==> src/rtl/reward_scheduler.sv <==
// Reward sequencing: paces spawns, shows one reward for a bounded life, detects collection
// and runs four independent effect-duration timers for the game/tank/display logic.
module reward_scheduler #(
    parameter int GAP_TICKS    = 8,
    parameter int LIFE_TICKS   = 40,
    parameter int EFFECT_TICKS = 30
) (
    input  logic       clk,
    input  logic       rst,
    input  logic       tick,
    input  logic       enable,
    input  logic       mode_infinity,
    input  logic       spawn_valid,
    input  logic [2:0] spawn_type,
    input  logic [4:0] spawn_xpos,
    input  logic [4:0] spawn_ypos,
    input  logic [4:0] mytank_xpos,
    input  logic [4:0] mytank_ypos,
    output logic       spawn_req,
    output logic       spawn_ack,
    output logic       icon_visible,
    output logic [4:0] icon_xpos,
    output logic [4:0] icon_ypos,
    output logic [2:0] icon_type,
    output logic       reward_invincible,
    output logic       reward_faster,
    output logic       reward_frozen,
    output logic       reward_laser,
    output logic       reward_addtime,
    output logic       collect_pulse,
    output logic [7:0] effect_remaining,
    output logic [1:0] dbg_state
);

    typedef enum logic [1:0] {
        S_IDLE = 2'd0,
        S_GAP  = 2'd1,
        S_REQ  = 2'd2,
        S_SHOW = 2'd3
    } state_t;

    localparam logic [7:0] GAP_L  = 8'(GAP_TICKS);
    localparam logic [7:0] LIFE_L = 8'(LIFE_TICKS);
    localparam logic [7:0] EFF_L  = 8'(EFFECT_TICKS);

    state_t     state_q, state_d;
    logic [7:0] gap_q, gap_d;
    logic [7:0] life_q, life_d;
    logic [4:0] icon_x_q, icon_x_d;
    logic [4:0] icon_y_q, icon_y_d;
    logic [2:0] icon_t_q, icon_t_d;
    logic [7:0] inv_q, fast_q, frz_q, las_q;
    logic       load_inv, load_fast, load_frz, load_las;
    logic       hit;
    logic [7:0] max_a, max_b;

    assign hit = (icon_x_q == mytank_xpos) && (icon_y_q == mytank_ypos);

    // Handshake: spawn_req is a level held in REQ; a cycle with spawn_req && spawn_valid
    // is the transfer, marked by spawn_ack in that same cycle, and the request drops next clk.
    always_comb begin
        state_d        = state_q;
        gap_d          = gap_q;
        life_d         = life_q;
        icon_x_d       = icon_x_q;
        icon_y_d       = icon_y_q;
        icon_t_d       = icon_t_q;
        spawn_req      = 1'b0;
        spawn_ack      = 1'b0;
        icon_visible   = 1'b0;
        collect_pulse  = 1'b0;
        reward_addtime = 1'b0;
        load_inv       = 1'b0;
        load_fast      = 1'b0;
        load_frz       = 1'b0;
        load_las       = 1'b0;
        if (!enable) begin
            state_d = S_IDLE;
        end else begin
            case (state_q)
                S_IDLE: begin
                    gap_d   = GAP_L;
                    state_d = S_GAP;
                end
                S_GAP: begin
                    if (tick) begin
                        if (gap_q <= 8'd1) begin
                            gap_d   = 8'd0;
                            state_d = S_REQ;
                        end else begin
                            gap_d = gap_q - 8'd1;
                        end
                    end
                end
                S_REQ: begin
                    spawn_req = 1'b1;
                    if (spawn_valid) begin
                        spawn_ack = 1'b1;
                        icon_x_d  = spawn_xpos;
                        icon_y_d  = spawn_ypos;
                        icon_t_d  = spawn_type;
                        if (spawn_type >= 3'd1 && spawn_type <= 3'd4) begin
                            life_d  = LIFE_L;
                            state_d = S_SHOW;
                        end else begin
                            gap_d   = GAP_L;
                            state_d = S_GAP;
                        end
                    end
                end
                S_SHOW: begin
                    icon_visible = 1'b1;
                    // Collection is checked before life expiry so a same-clk tie is collected.
                    if (hit) begin
                        collect_pulse = 1'b1;
                        case (icon_t_q)
                            3'd1: begin
                                if (mode_infinity) reward_addtime = 1'b1;
                                else               load_inv       = 1'b1;
                            end
                            3'd2:    load_fast = 1'b1;
                            3'd3:    load_frz  = 1'b1;
                            3'd4:    load_las  = 1'b1;
                            default: ;
                        endcase
                        gap_d   = GAP_L;
                        state_d = S_GAP;
                    end else if (tick) begin
                        if (life_q <= 8'd1) begin
                            life_d  = 8'd0;
                            gap_d   = GAP_L;
                            state_d = S_GAP;
                        end else begin
                            life_d = life_q - 8'd1;
                        end
                    end
                end
                default: state_d = S_IDLE;
            endcase
        end
    end

    function automatic logic [7:0] eff_next(input logic [7:0] cnt, input logic ld,
                                            input logic en, input logic tk);
        logic [7:0] n;
        n = cnt;
        if (!en)                         n = 8'd0;
        else if (ld)                     n = EFF_L;
        else if (tk && (cnt != 8'd0))    n = cnt - 8'd1;
        return n;
    endfunction

    always_ff @(posedge clk or posedge rst) begin
        if (rst) begin
            state_q  <= S_IDLE;
            gap_q    <= 8'd0;
            life_q   <= 8'd0;
            icon_x_q <= 5'd0;
            icon_y_q <= 5'd0;
            icon_t_q <= 3'd0;
            inv_q    <= 8'd0;
            fast_q   <= 8'd0;
            frz_q    <= 8'd0;
            las_q    <= 8'd0;
        end else begin
            state_q  <= state_d;
            gap_q    <= gap_d;
            life_q   <= life_d;
            icon_x_q <= icon_x_d;
            icon_y_q <= icon_y_d;
            icon_t_q <= icon_t_d;
            inv_q    <= eff_next(inv_q,  load_inv,  enable, tick);
            fast_q   <= eff_next(fast_q, load_fast, enable, tick);
            frz_q    <= eff_next(frz_q,  load_frz,  enable, tick);
            las_q    <= eff_next(las_q,  load_las,  enable, tick);
        end
    end

    assign max_a            = (inv_q > fast_q) ? inv_q : fast_q;
    assign max_b            = (frz_q > las_q) ? frz_q : las_q;
    assign effect_remaining = (max_a > max_b) ? max_a : max_b;

    assign icon_xpos         = icon_x_q;
    assign icon_ypos         = icon_y_q;
    assign icon_type         = icon_t_q;
    assign reward_invincible = (inv_q != 8'd0);
    assign reward_faster     = (fast_q != 8'd0);
    assign reward_frozen     = (frz_q != 8'd0);
    assign reward_laser      = (las_q != 8'd0);
    assign dbg_state         = state_q;

endmodule
==> config.mk <==
export PLATFORM = sky130hd
export DESIGN_NAME = reward_scheduler
export DESIGN_NICKNAME = d
export VERILOG_FILES = /design/src/rtl/reward_scheduler.sv
export SDC_FILE = /design/constraint.sdc
export NUM_CORES = 1
export LEC_CHECK = 0
export ABC_AREA = 1
export CAP_MARGIN = 20
export CORE_MARGIN = 2
export CORE_UTILIZATION = 49
export DETAILED_ROUTE_END_ITERATION = 8
export PLACE_DENSITY_LB_ADDON = 0.15
export SLEW_MARGIN = 25
export SYNTH_ARGS = -nofsm -noshare
export SYNTH_HDL_FRONTEND = slang
export SYNTH_SLANG_ARGS = --single-unit
==> constraint.sdc <==
create_clock -name clk -period 3.53 [get_ports clk]
set_clock_uncertainty 0.1 [all_clocks]
set_input_delay 0.706 -clock clk [delete_from_list [all_inputs] [get_ports clk]]
set_output_delay 0.706 -clock clk [all_outputs]
set_load 0.01 [all_outputs]
==> flow_summary.json <==
{
  "routed_wl_mm": 14.25,
  "synthTopCellsByArea": "dfrtp_1, nand2_1, ha_1, inv_1, nand3_1",
  "clock_sinks": 63,
  "pre_cts_ws_ps": -667.3,
  "reg2reg_slack_ps": 1320,
  "via_per_inst": 5.241,
  "drive_gt1_share_pct": 27.63,
  "core_region_area_um2": 9639,
  "rsz0062_at_grt": "true",
  "crit_top_cell": "nand2_1",
  "ys_seq_area_share_pct": 32.86,
  "setup_violations": 8,
  "grt-ovfl-total": 0,
  "cp_slowest_cell": "dfrtp_1",
  "cts-root-buf": "clkbuf_8",
  "path_class": "reg2out",
  "startpoint_type": "register",
  "relSlewSlack_pct": 60.89,
  "ios": 61,
  "drcViolationCount": 0,
  "cp-end-kind": "output port",
  "finalHoldViolations": 0,
  "drt-initial-drc-count": 218,
  "htreeDepth": 3,
  "min_period_ps": 4079,
  "syn_area_per_cell_um2": 7.139,
  "clk_path_buf_depth": 2,
  "start_util_pct": 49.77,
  "finalCritPeriodShare_pct": 115.6,
  "synth_nets": 740,
  "hp-class": "reg2reg",
  "area_delta_synth_final_pct": 44.47,
  "status": "complete, but fails checks",
  "place_inst": 929,
  "cts_tree": "yes",
  "crit_chain": "ha_4, nand2_4, nor2_4, nand4_1, buf_4, nand2_8, nand2_1, nand2_1, ha_1, nor2_2, o21ai_2, nand2_1, nand2_1, nand2_2, nand2_4, buf_6, nand3_2, nand2_1, buf_2",
  "violations": "negative setup slack",
  "firstDrtPassIters": 4,
  "ys_types": 38,
  "fp.dieW_um": 102.9,
  "ant_nets": 0,
  "wire_per_inst_um": 14.70,
  "finalNonFillerCells": 969,
  "yosysTopAreaCell": "dfrtp_1",
  "port_buffers": 60,
  "post_dp_cell_area_um2": 6081,
  "postLayoutCellArea_um2": 6930,
  "grt_pass1_wl_mm": 21.51,
  "synthCells": 672,
  "drv_cap": 0,
  "drv_slew": 0,
  "gp_congestion": 0.9253,
  "required_ps": 2720,
  "rows": 36,
  "grt_max_degree": 64,
  "synth_top_area_share_pct": 32.86,
  "grt_pass1_vias": 4734,
  "synth_seq_cells": 63,
  "die_height_um": 102.9,
  "dr_total_vias": 5079,
  "path_clk_slew_ps": 70,
  "crit_fanout": 7,
  "timing.final.ws_setup_ps": -549.3,
  "numCtsBuffers": 9,
  "dieArea_um2": 10600,
  "syn_area_um2": 4797,
  "yosys_warnings": 0,
  "fmax_mhz": 245.1,
  "antenna_found_initial": 0,
  "grt_usage_pct": 25.38,
  "n_antenna_cell": 0,
  "nets": 899,
  "mostFrequentLayoutCell": "nand2_1",
  "cp.arrival_ps": 3270,
  "worst_slew_pin_slew_ps": 584.9,
  "clk_latency_ps": 350,
  "most-common-layout-cells": "nand2_1, buf_4, inv_1",
  "fin_util_pct": 71.90,
  "nFillCells": 761,
  "cpPeakStageDelay_ps": 420,
  "dpl.hpwl_mm": 9.523
}
-- cell usage after synthesis --
library cell and n:
a211oi_1 1, a21oi_1 19, a21oi_2 1, a21oi_4 1, a31o_2 1, buf_1 3
buf_2 2, buf_4 1, buf_8 1, clkbuf_1 4, clkinv_1 1, clkinv_2 1
dfrtp_1 63, ha_1 39, inv_1 80, inv_2 4, nand2_1 199, nand2_2 5
nand2_4 2, nand3_1 58, nand3b_1 1, nand4_1 26, nand4_2 4, nor2_1 54
nor2_2 3, nor2_4 1, nor2_8 1, nor3_1 16, nor3b_1 3, o211ai_1 1
o21a_1 2, o21ai_0 16, o21ai_1 16, o21ai_2 3, o21bai_1 1, o22ai_1 1
xnor2_1 12, xor2_1 25
-- cell type report --
class / count / area [um^2] / area share (%)
timing repair buffer: 158 / 1333 / 19.23
sequential: 63 / 1577 / 22.75
multi-input combinational: 513 / 3336 / 48.13
tap: 133 / 166.4 / 2.401
clock buffer: 12 / 145.1 / 2.094
clock inverter: 4 / 45.04 / 0.6499
inverter: 86 / 329.1 / 4.748
-- cell families (layout without fill, tap and decap cells) --
group / count (synthesis) / count (layout) / synth area share [%]
simple gates: 373 / 374 / 34.74
flops: 63 / 63 / 32.86
compound gates: 63 / 63 / 7.486
xor+xnor: 37 / 37 / 6.755
buf+inv: 97 / 260 / 7.981
fa+ha+maj: 39 / 39 / 10.17
-- path summary, 6_finish.rpt --
kind | from | to | cells after the start
max | inv_q[7]$_DFFE_PP0P_ | effect_remaining[5] | 19
min | life_q[6]$_DFFE_PP0P_ | life_q[6]$_DFFE_PP0P_ | 2
max reg2reg | frz_q[5]$_DFFE_PP0P_ | frz_q[5]$_DFFE_PP0P_ | 11
min reg2reg | life_q[6]$_DFFE_PP0P_ | life_q[6]$_DFFE_PP0P_ | 2
max in group asynchronous | rst | inv_q[5]$_DFFE_PP0P_ | 3
min in group asynchronous | rst | las_q[0]$_DFFE_PP0P_ | 3
-- critical path: cells and delay by family, from the launching register on --
family	cells	cell delay, ps
fa+ha+maj	2	500
buf+inv	3	520
simple gates	13	1320
flops	1	420
compound gates	1	160
-- per-layer routing --
layer  routed length [um]  global-route usage (%)  vias to the layer above  share of wire (%)
met5                    0                       0                        -                  0
met4                  289                   6.984                        0                2.0
met3                  602                   4.339                       29                4.2
met2                 7252                   42.86                      135                 51
met1                 6102                   33.67                     2412                 43
li1                     -                       -                     2503                  -
-- stage by stage --
step	hold WS, ps	TNS [ps]
2_1_floorplan	358.8	0
3_3_place_gp	379.6	-4064
3_5_place_dp	392.5	-5228
4_1_cts	409.0	-1993
5_1_grt	451.8	-4890
6_report	407.0	-4064
-- state kept, by name, summed over array words and instances, names as in the netlist --
signal	cells
dbg_state	2
fast_q	8
frz_q	8
gap_q	8
icon_type	3
icon_xpos	5
icon_ypos	5
inv_q	8
las_q	8
life_q	8
-- what timing repair did --
item	in CTS	in global routing
setup endpoints to repair	9	10
gates cloned	1	0
hold buffers	0	0
buffers inserted	10	13
pin swaps	39	32
gates resized for setup	99	53
Power is not shown: default switching activity piles up to over one toggle a cycle in this logic, so the estimate is an artifact.
